--- config.mk ---
export PLATFORM = sky130hd
export DESIGN_NAME = regroup_read_sched
export DESIGN_NICKNAME = d
export VERILOG_FILES = /design/src/rtl/regroup_read_sched_pkg.sv /design/src/rtl/regroup_bufid_fifo.sv /design/src/rtl/regroup_read_sched.sv
export SDC_FILE = /design/constraint.sdc
export NUM_CORES = 1
export LEC_CHECK = 0
export ABC_AREA = 1
export ABC_CLOCK_PERIOD_IN_PS = 3000
export CAP_MARGIN = 40
export CORE_ASPECT_RATIO = 0.7
export CORE_MARGIN = 2
export CORE_UTILIZATION = 57
export DETAILED_ROUTE_END_ITERATION = 10
export GPL_ROUTABILITY_DRIVEN = 0
export PLACE_DENSITY = 0.88
export SLEW_MARGIN = 25
export SYNTH_ARGS = -nofsm -noshare
export SYNTH_HDL_FRONTEND = slang
export SYNTH_HIERARCHICAL = 1
export SYNTH_SLANG_ARGS = --single-unit
--- constraint.sdc ---
create_clock -name i_clk -period 3 [get_ports i_clk]
set_input_delay 0.9 -clock i_clk [delete_from_list [all_inputs] [get_ports i_clk]]
set_output_delay 0.9 -clock i_clk [all_outputs]
set_load 0.1 [all_outputs]
--- src/rtl/regroup_read_sched_pkg.sv ---
// Shared constants for the regroup read scheduler: default bufid width,
// FSM state encoding and the round-robin pick helper.
package regroup_read_sched_pkg;

  localparam int REGROUP_BUFID_W = 9;

  typedef enum logic {
    ST_IDLE      = 1'b0,
    ST_WAIT_DONE = 1'b1
  } sched_state_t;

  // Returns the requester index to grant. Only meaningful when at least one
  // requester is non-empty; with both pending the rr pointer decides.
  function automatic logic rr_pick(input logic ne0, input logic ne1, input logic rr);
    if (ne0 && ne1) return rr;
    return ne1;
  endfunction

endpackage

--- src/rtl/regroup_bufid_fifo.sv ---
// Per-requester bufid FIFO. Depth must be a power of two so the pointers
// wrap for free. Count, full and empty are all registered; full is judged on
// the pre-cycle count, so a write into a full FIFO is dropped even if a pop
// happens in the same cycle.
module regroup_bufid_fifo #(
  parameter int DEPTH = 4,
  parameter int W     = 9
) (
  input  logic         i_clk,
  input  logic         i_rst,
  input  logic         wr,
  input  logic [W-1:0] wdata,
  input  logic         pop,
  output logic [W-1:0] rdata,
  output logic         full,
  output logic         empty
);

  localparam int AW = $clog2(DEPTH);
  localparam int CW = AW + 1;

  logic [W-1:0]  mem [DEPTH];
  logic [AW-1:0] wr_ptr, rd_ptr;
  logic [CW-1:0] cnt, cnt_n;
  logic          wr_ok, pop_ok;

  assign wr_ok  = wr & ~full;
  assign pop_ok = pop & ~empty;
  assign cnt_n  = cnt + CW'(wr_ok) - CW'(pop_ok);
  assign rdata  = mem[rd_ptr];

  // Pointer/count bookkeeping with registered status flags.
  always_ff @(posedge i_clk) begin
    if (i_rst) begin
      wr_ptr <= '0;
      rd_ptr <= '0;
      cnt    <= '0;
      full   <= 1'b0;
      empty  <= 1'b1;
    end else begin
      if (wr_ok)  wr_ptr <= wr_ptr + AW'(1);
      if (pop_ok) rd_ptr <= rd_ptr + AW'(1);
      cnt   <= cnt_n;
      full  <= (cnt_n == CW'(DEPTH));
      empty <= (cnt_n == '0);
    end
  end

  // Storage array; contents are don't-care until written.
  always_ff @(posedge i_clk) begin
    if (wr_ok) mem[wr_ptr] <= wdata;
  end

endmodule

--- src/rtl/regroup_read_sched.sv ---
// Regroup read scheduler: two bufid FIFOs (TS / non-TS lanes), round-robin
// arbitration, and one-outstanding-packet issue to the frame reader.
// Optional watchdog: define REGROUP_SCHED_WATCHDOG_EN to abandon a packet
// whose done pulse never arrives within TIMEOUT_CYC cycles.
module regroup_read_sched
  import regroup_read_sched_pkg::*;
#(
  parameter int BUFID_W     = REGROUP_BUFID_W,
  parameter int FIFO_DEPTH  = 4,
  parameter int TIMEOUT_CYC = 1024
) (
  input  logic               i_clk,
  input  logic               i_rst,
  input  logic [BUFID_W-1:0] iv_bufid0,
  input  logic               i_bufid0_wr,
  output logic               o_fifo0_full,
  input  logic [BUFID_W-1:0] iv_bufid1,
  input  logic               i_bufid1_wr,
  output logic               o_fifo1_full,
  output logic [BUFID_W-1:0] ov_bufid,
  output logic               o_bufid_wr,
  input  logic               i_pkt_last_cycle_valid,
  output logic               o_overflow,
  output logic               o_timeout,
  output logic [15:0]        ov_issue_cnt
);

  sched_state_t       state, state_n;
  logic               rr, rr_n;
  logic               issue, gsel, pop0, pop1, timeout_n;
  logic               empty0, empty1;
  logic [BUFID_W-1:0] head0, head1;

  regroup_bufid_fifo #(.DEPTH(FIFO_DEPTH), .W(BUFID_W)) u_fifo0 (
    .i_clk(i_clk), .i_rst(i_rst), .wr(i_bufid0_wr), .wdata(iv_bufid0),
    .pop(pop0), .rdata(head0), .full(o_fifo0_full), .empty(empty0)
  );

  regroup_bufid_fifo #(.DEPTH(FIFO_DEPTH), .W(BUFID_W)) u_fifo1 (
    .i_clk(i_clk), .i_rst(i_rst), .wr(i_bufid1_wr), .wdata(iv_bufid1),
    .pop(pop1), .rdata(head1), .full(o_fifo1_full), .empty(empty1)
  );

`ifdef REGROUP_SCHED_WATCHDOG_EN
  logic [15:0] wd_cnt;
`endif

  // Arbitration and next-state: grant in IDLE, wait for done (or timeout).
  always_comb begin
    state_n   = state;
    rr_n      = rr;
    issue     = 1'b0;
    gsel      = 1'b0;
    pop0      = 1'b0;
    pop1      = 1'b0;
    timeout_n = 1'b0;
    case (state)
      ST_IDLE: begin
        if (!empty0 || !empty1) begin
          gsel    = rr_pick(!empty0, !empty1, rr);
          issue   = 1'b1;
          pop0    = ~gsel;
          pop1    = gsel;
          rr_n    = ~gsel;
          state_n = ST_WAIT_DONE;
        end
      end
      ST_WAIT_DONE: begin
        if (i_pkt_last_cycle_valid) begin
          state_n = ST_IDLE;
`ifdef REGROUP_SCHED_WATCHDOG_EN
        end else if (wd_cnt == 16'(TIMEOUT_CYC - 1)) begin
          timeout_n = 1'b1;
          state_n   = ST_IDLE;
`endif
        end
      end
      default: state_n = ST_IDLE;
    endcase
  end

  // State, rr pointer and registered issue/status outputs.
  always_ff @(posedge i_clk) begin
    if (i_rst) begin
      state        <= ST_IDLE;
      rr           <= 1'b0;
      ov_bufid     <= '0;
      o_bufid_wr   <= 1'b0;
      o_overflow   <= 1'b0;
      ov_issue_cnt <= '0;
    end else begin
      state      <= state_n;
      rr         <= rr_n;
      o_bufid_wr <= issue;
      o_overflow <= (i_bufid0_wr & o_fifo0_full) | (i_bufid1_wr & o_fifo1_full);
      if (issue) begin
        ov_bufid     <= gsel ? head1 : head0;
        ov_issue_cnt <= ov_issue_cnt + 16'd1;
      end
    end
  end

`ifdef REGROUP_SCHED_WATCHDOG_EN
  // Watchdog: restarts on every grant, counts while waiting for done.
  always_ff @(posedge i_clk) begin
    if (i_rst) begin
      wd_cnt    <= '0;
      o_timeout <= 1'b0;
    end else begin
      o_timeout <= timeout_n;
      if (issue)                     wd_cnt <= '0;
      else if (state == ST_WAIT_DONE) wd_cnt <= wd_cnt + 16'd1;
    end
  end
`else
  assign o_timeout = 1'b0;
`endif

endmodule

==> flow_summary.rst <==
.. list-table::
   :header-rows: 1

   * - Metric
     - Value
   * - Normalized max-slew margin
     - 46.2%
   * - Transition time at the pin with the least slew margin
     - around 0.8 ns
   * - Number of nets in the synthesized netlist
     - 549
   * - Hold buffer count at cts
     - 0
   * - Count of synthesis-stage warnings from yosys
     - 6
   * - Total negative setup slack
     - 0 ns
   * - DRC errors left
     - 0
   * - Clock transition at path regs
     - 0.05 ns
   * - Count of routing violations after the opening detailed-route iteration
     - 496
   * - Hold path start
     - ov_issue_cnt[8]
   * - Estimated wirelength of the detail-placed design
     - between 7000 and 8000 um
   * - Length of the first detailed-routing pass in iterations
     - 5
   * - Average size of a mapped cell
     - 10.5 sq um
   * - Vias in the first global route
     - 3798
   * - Number of placed I/O pins
     - 53
   * - Source-to-sink clock delay at the later pin of the worst-skew pair
     - 0.41 ns
   * - Cell count after synthesis
     - a little over 500
   * - Shortest period the worst path allows
     - 2.61 ns
   * - Largest net degree at the start of global routing
     - 20
   * - Unrepaired setup endpoints after global routing
     - false
   * - Count of distinct cell types in the synthesized netlist
     - 32
   * - Number of buffers created by CTS
     - 17
   * - Number of I/O port buffers
     - 51
   * - Standard-cell row count
     - 29
   * - Post-synth EDFFs
     - 72
   * - TritonCTS Sinks
     - 123
   * - P&R area growth vs syn
     - 23.1%
   * - Post-synth top cells
     - sky130_fd_sc_hd__edfxtp_1, sky130_fd_sc_hd__nand2_1, sky130_fd_sc_hd__nor2_1
   * - Arrival time worst endpoint
     - 2.95 ns
   * - Area share of the leading cell type in the synthesized netlist
     - 40.4%
   * - Area occupied by multi-input gates
     - 1790 sq um
   * - Area of the mapped netlist
     - 5350 sq um
   * - Total of fill cells in the finished design
     - 605
   * - Number of buffers between clock root and the deepest sink
     - 2
   * - CP Class
     - reg -> reg
   * - Net total in the final layout
     - roughly 620
   * - DR vias/cell
     - 5.48
   * - VDD IR max
     - 631 uV
   * - Congestion Overflow GR
     - 0
   * - Post-route clock skew
     - 0.00806 ns
   * - Share of final-layout standard cells stronger than drive strength 1
     - 22.9%
   * - Final worst slack
     - just under 0.4 ns
   * - Tot Pwr
     - 0.00701 W
   * - Sequential area share after synthesis
     - about three fifths
   * - Initial Util
     - 58.7%
   * - FF+latch area
     - 3180 sq um
   * - Biggest area contributors in the synthesized netlist
     - sky130_fd_sc_hd__edfxtp_1, sky130_fd_sc_hd__dfxtp_1, sky130_fd_sc_hd__nand2_1
   * - Reg-to-Reg Start
     - u_fifo1/empty
   * - Leakage Power
     - 2.57 nW
   * - Routed len/inst
     - between 15 and 20 um
   * - Height of the die
     - approximately 85 um
   * - Setup Buffers After CTS
     - 0
   * - Result of the run
     - complete, no violations
   * - Global-route wire length before repair
     - 18400 um
   * - Data required time at the worst endpoint
     - 3.34 ns
   * - Library cell with the largest summed area after synthesis
     - sky130_fd_sc_hd__edfxtp_1
   * - F_max
     - 0.383 GHz
   * - Post-placement setup slack
     - 0.0646 ns
   * - Post-detailed-route count of antenna-violating nets
     - 0
   * - Cell area power density
     - 1070 nW/um^2
   * - Synthesized flop and latch total
     - 123
   * - Vias
     - 3938
   * - Class of the most critical hold timing path
     - reg -> reg
   * - Instance count along the most critical hold path
     - 2
   * - Dominant register cell in the synthesized netlist
     - sky130_fd_sc_hd__edfxtp_1
   * - Area enclosed by the die boundary
     - a little over 10000 sq um
   * - Final number of max-transition violations
     - 0
   * - Root Buffer Master
     - sky130_fd_sc_hd__clkbuf_16
   * - Reg2Reg Setup Slack
     - 0.39 ns
   * - Hold-critical path endpoint
     - ov_issue_cnt[8]
   * - Crit-path max FO
     - 16
   * - Final cycle utilization of the critical path
     - between 80% and 90%
   * - Die boundary width
     - 120 um
   * - Global-route usage over all layers
     - 23.8%
   * - CTS tree
     - done
   * - Final setup violating endpoints
     - 0
   * - Maximum Capacitance Violations
     - 0
   * - Max H-tree Level
     - 4
   * - Capturing element type of the critical path
     - register
   * - Min Hold Slack
     - roughly 0.49 ns
   * - Initial antenna violation count
     - 0
   * - Async set or reset register ratio after synthesis
     - 0%
   * - Path depth of the worst reg2reg path
     - 17
   * - Area of the placeable core
     - 9110 sq um
   * - Cts repair resizes
     - 0
   * - Destination of the worst register-to-register timing path
     - u_fifo0/full
   * - Number of failing hold endpoints at the final stage
     - 0
   * - Total length of routed wires
     - 11500 um
   * - Diodes inserted
     - 0
   * - Startpoint Class
     - register
-- through the flow --
step	area, sq um	util [%]	std cells
after floorplan	5350	-	511
after global placement	5910	64.8	686
after detailed placement	5910	64.8	686
after CTS	6580	72.3	718
after global routing	6580	72.3	718
final	6580	72.3	718
-- power breakdown --
group | total [W] | internal, W | switching (W)
combinational | 0.00232 | 0.000644 | 0.00168
clock | 0.00234 | 0.00163 | 0.000719
sequential | 0.00235 | 0.00210 | 0.000249
total | 0.00701 | 0.00437 | 0.00264
-- cell families after synthesis --
logic type,after synthesis,synth area share (%)
AOI/OAI and AO/OA,106,12.8
adders and majority gates,15,3.79
buffers and inverters,71,6.95
other,1,0.0701
DFF,123,59.5
xor gates and xnor gates,2,0.328
and+or+nand+nor,193,16.5
-- cells in the final DEF (no fill, tap or decap), types with 5 or more instances in the layout --
cell type,synthesis,routed
sky130_fd_sc_hd__a21oi_1,29,29
sky130_fd_sc_hd__buf_4,1,42
sky130_fd_sc_hd__bufinv_16,0,7
sky130_fd_sc_hd__clkbuf_16,0,17
sky130_fd_sc_hd__clkdlybuf4s50_1,0,22
sky130_fd_sc_hd__clkinv_1,1,5
sky130_fd_sc_hd__dfxtp_1,51,51
sky130_fd_sc_hd__edfxtp_1,72,72
sky130_fd_sc_hd__ha_1,13,13
sky130_fd_sc_hd__inv_1,50,50
sky130_fd_sc_hd__nand2_1,72,72
sky130_fd_sc_hd__nand2_2,11,11
sky130_fd_sc_hd__nand3_1,19,19
sky130_fd_sc_hd__nor2_1,61,61
sky130_fd_sc_hd__nor2_2,19,19
sky130_fd_sc_hd__o21ai_0,40,40
sky130_fd_sc_hd__o21ai_1,13,13
sky130_fd_sc_hd__o21ai_2,5,5
sky130_fd_sc_hd__o22ai_2,18,18
-- flip-flops by register name, indices dropped and copies added, names as in the netlist, 2 cells and up, named ones only --
name and flops:
u_fifo1/wr_ptr 2, u_fifo0/rd_ptr 2, u_fifo1/mem 36, u_fifo1/rd_ptr 2, ov_bufid 9, u_fifo0/mem 36
u_fifo1/cnt 3, u_fifo0/cnt 3, u_fifo0/wr_ptr 2, ov_issue_cnt 16
-- per-layer routing --
metal	global-route usage, %	part of all wire [%]	vias to the layer above	wire length [um]
met4	9.09	2.2	0	249
met1	30.2	42	1874	4860
met2	39.3	49	171	5680
met5	0	0	-	0
met3	6.79	6.3	27	730
li1	-	-	1866	-
-- layout make-up --
| cell class | instances | area share [%] |
|---|---|---|
| tap | 124 | 2.36 |
| inverter | 58 | 3.61 |
| clock inverter | 15 | 3.82 |
| clock buffer | 17 | 6.46 |
| sequential | 123 | 48.4 |
| timing repair buffer | 64 | 8.14 |
| multi-input combinational | 317 | 27.3 |
-- worst max-delay path: stages (launching register included) --
cell	delay (ns)
sky130_fd_sc_hd__dfxtp_1	0.46
sky130_fd_sc_hd__nand2_2	0.15
sky130_fd_sc_hd__nand2_8	0.17
sky130_fd_sc_hd__inv_6	0.09
sky130_fd_sc_hd__o21ai_2	0.08
sky130_fd_sc_hd__inv_1	0.05
sky130_fd_sc_hd__inv_1	0.09
sky130_fd_sc_hd__nor2_4	0.06
sky130_fd_sc_hd__ha_1	0.27
sky130_fd_sc_hd__inv_1	0.06
sky130_fd_sc_hd__ha_1	0.14
sky130_fd_sc_hd__inv_1	0.05
sky130_fd_sc_hd__fa_1	0.43
sky130_fd_sc_hd__inv_1	0.13
sky130_fd_sc_hd__nand2_1	0.07
sky130_fd_sc_hd__nand3_1	0.07
sky130_fd_sc_hd__nand3_1	0.07
sky130_fd_sc_hd__nor2_1	0.08
-- worst max path at each step --
stage | to | cells past startpoint | startpoint | slack, ns
3_3_place_gp | u_fifo0/full | 11 | i_bufid0_wr | 0.17
3_5_place_dp | u_fifo0/full | 11 | i_bufid0_wr | 0.06
6_report | u_fifo0/full | 17 | u_fifo1/empty | 0.39
5_1_grt | u_fifo0/full | 17 | u_fifo1/empty | 0.22
2_1_floorplan | u_fifo0/full | 11 | u_fifo0/full | 0.49
4_1_cts | u_fifo0/full | 16 | u_fifo1/empty | 0.42
Power figures use the tool's default switching activity.
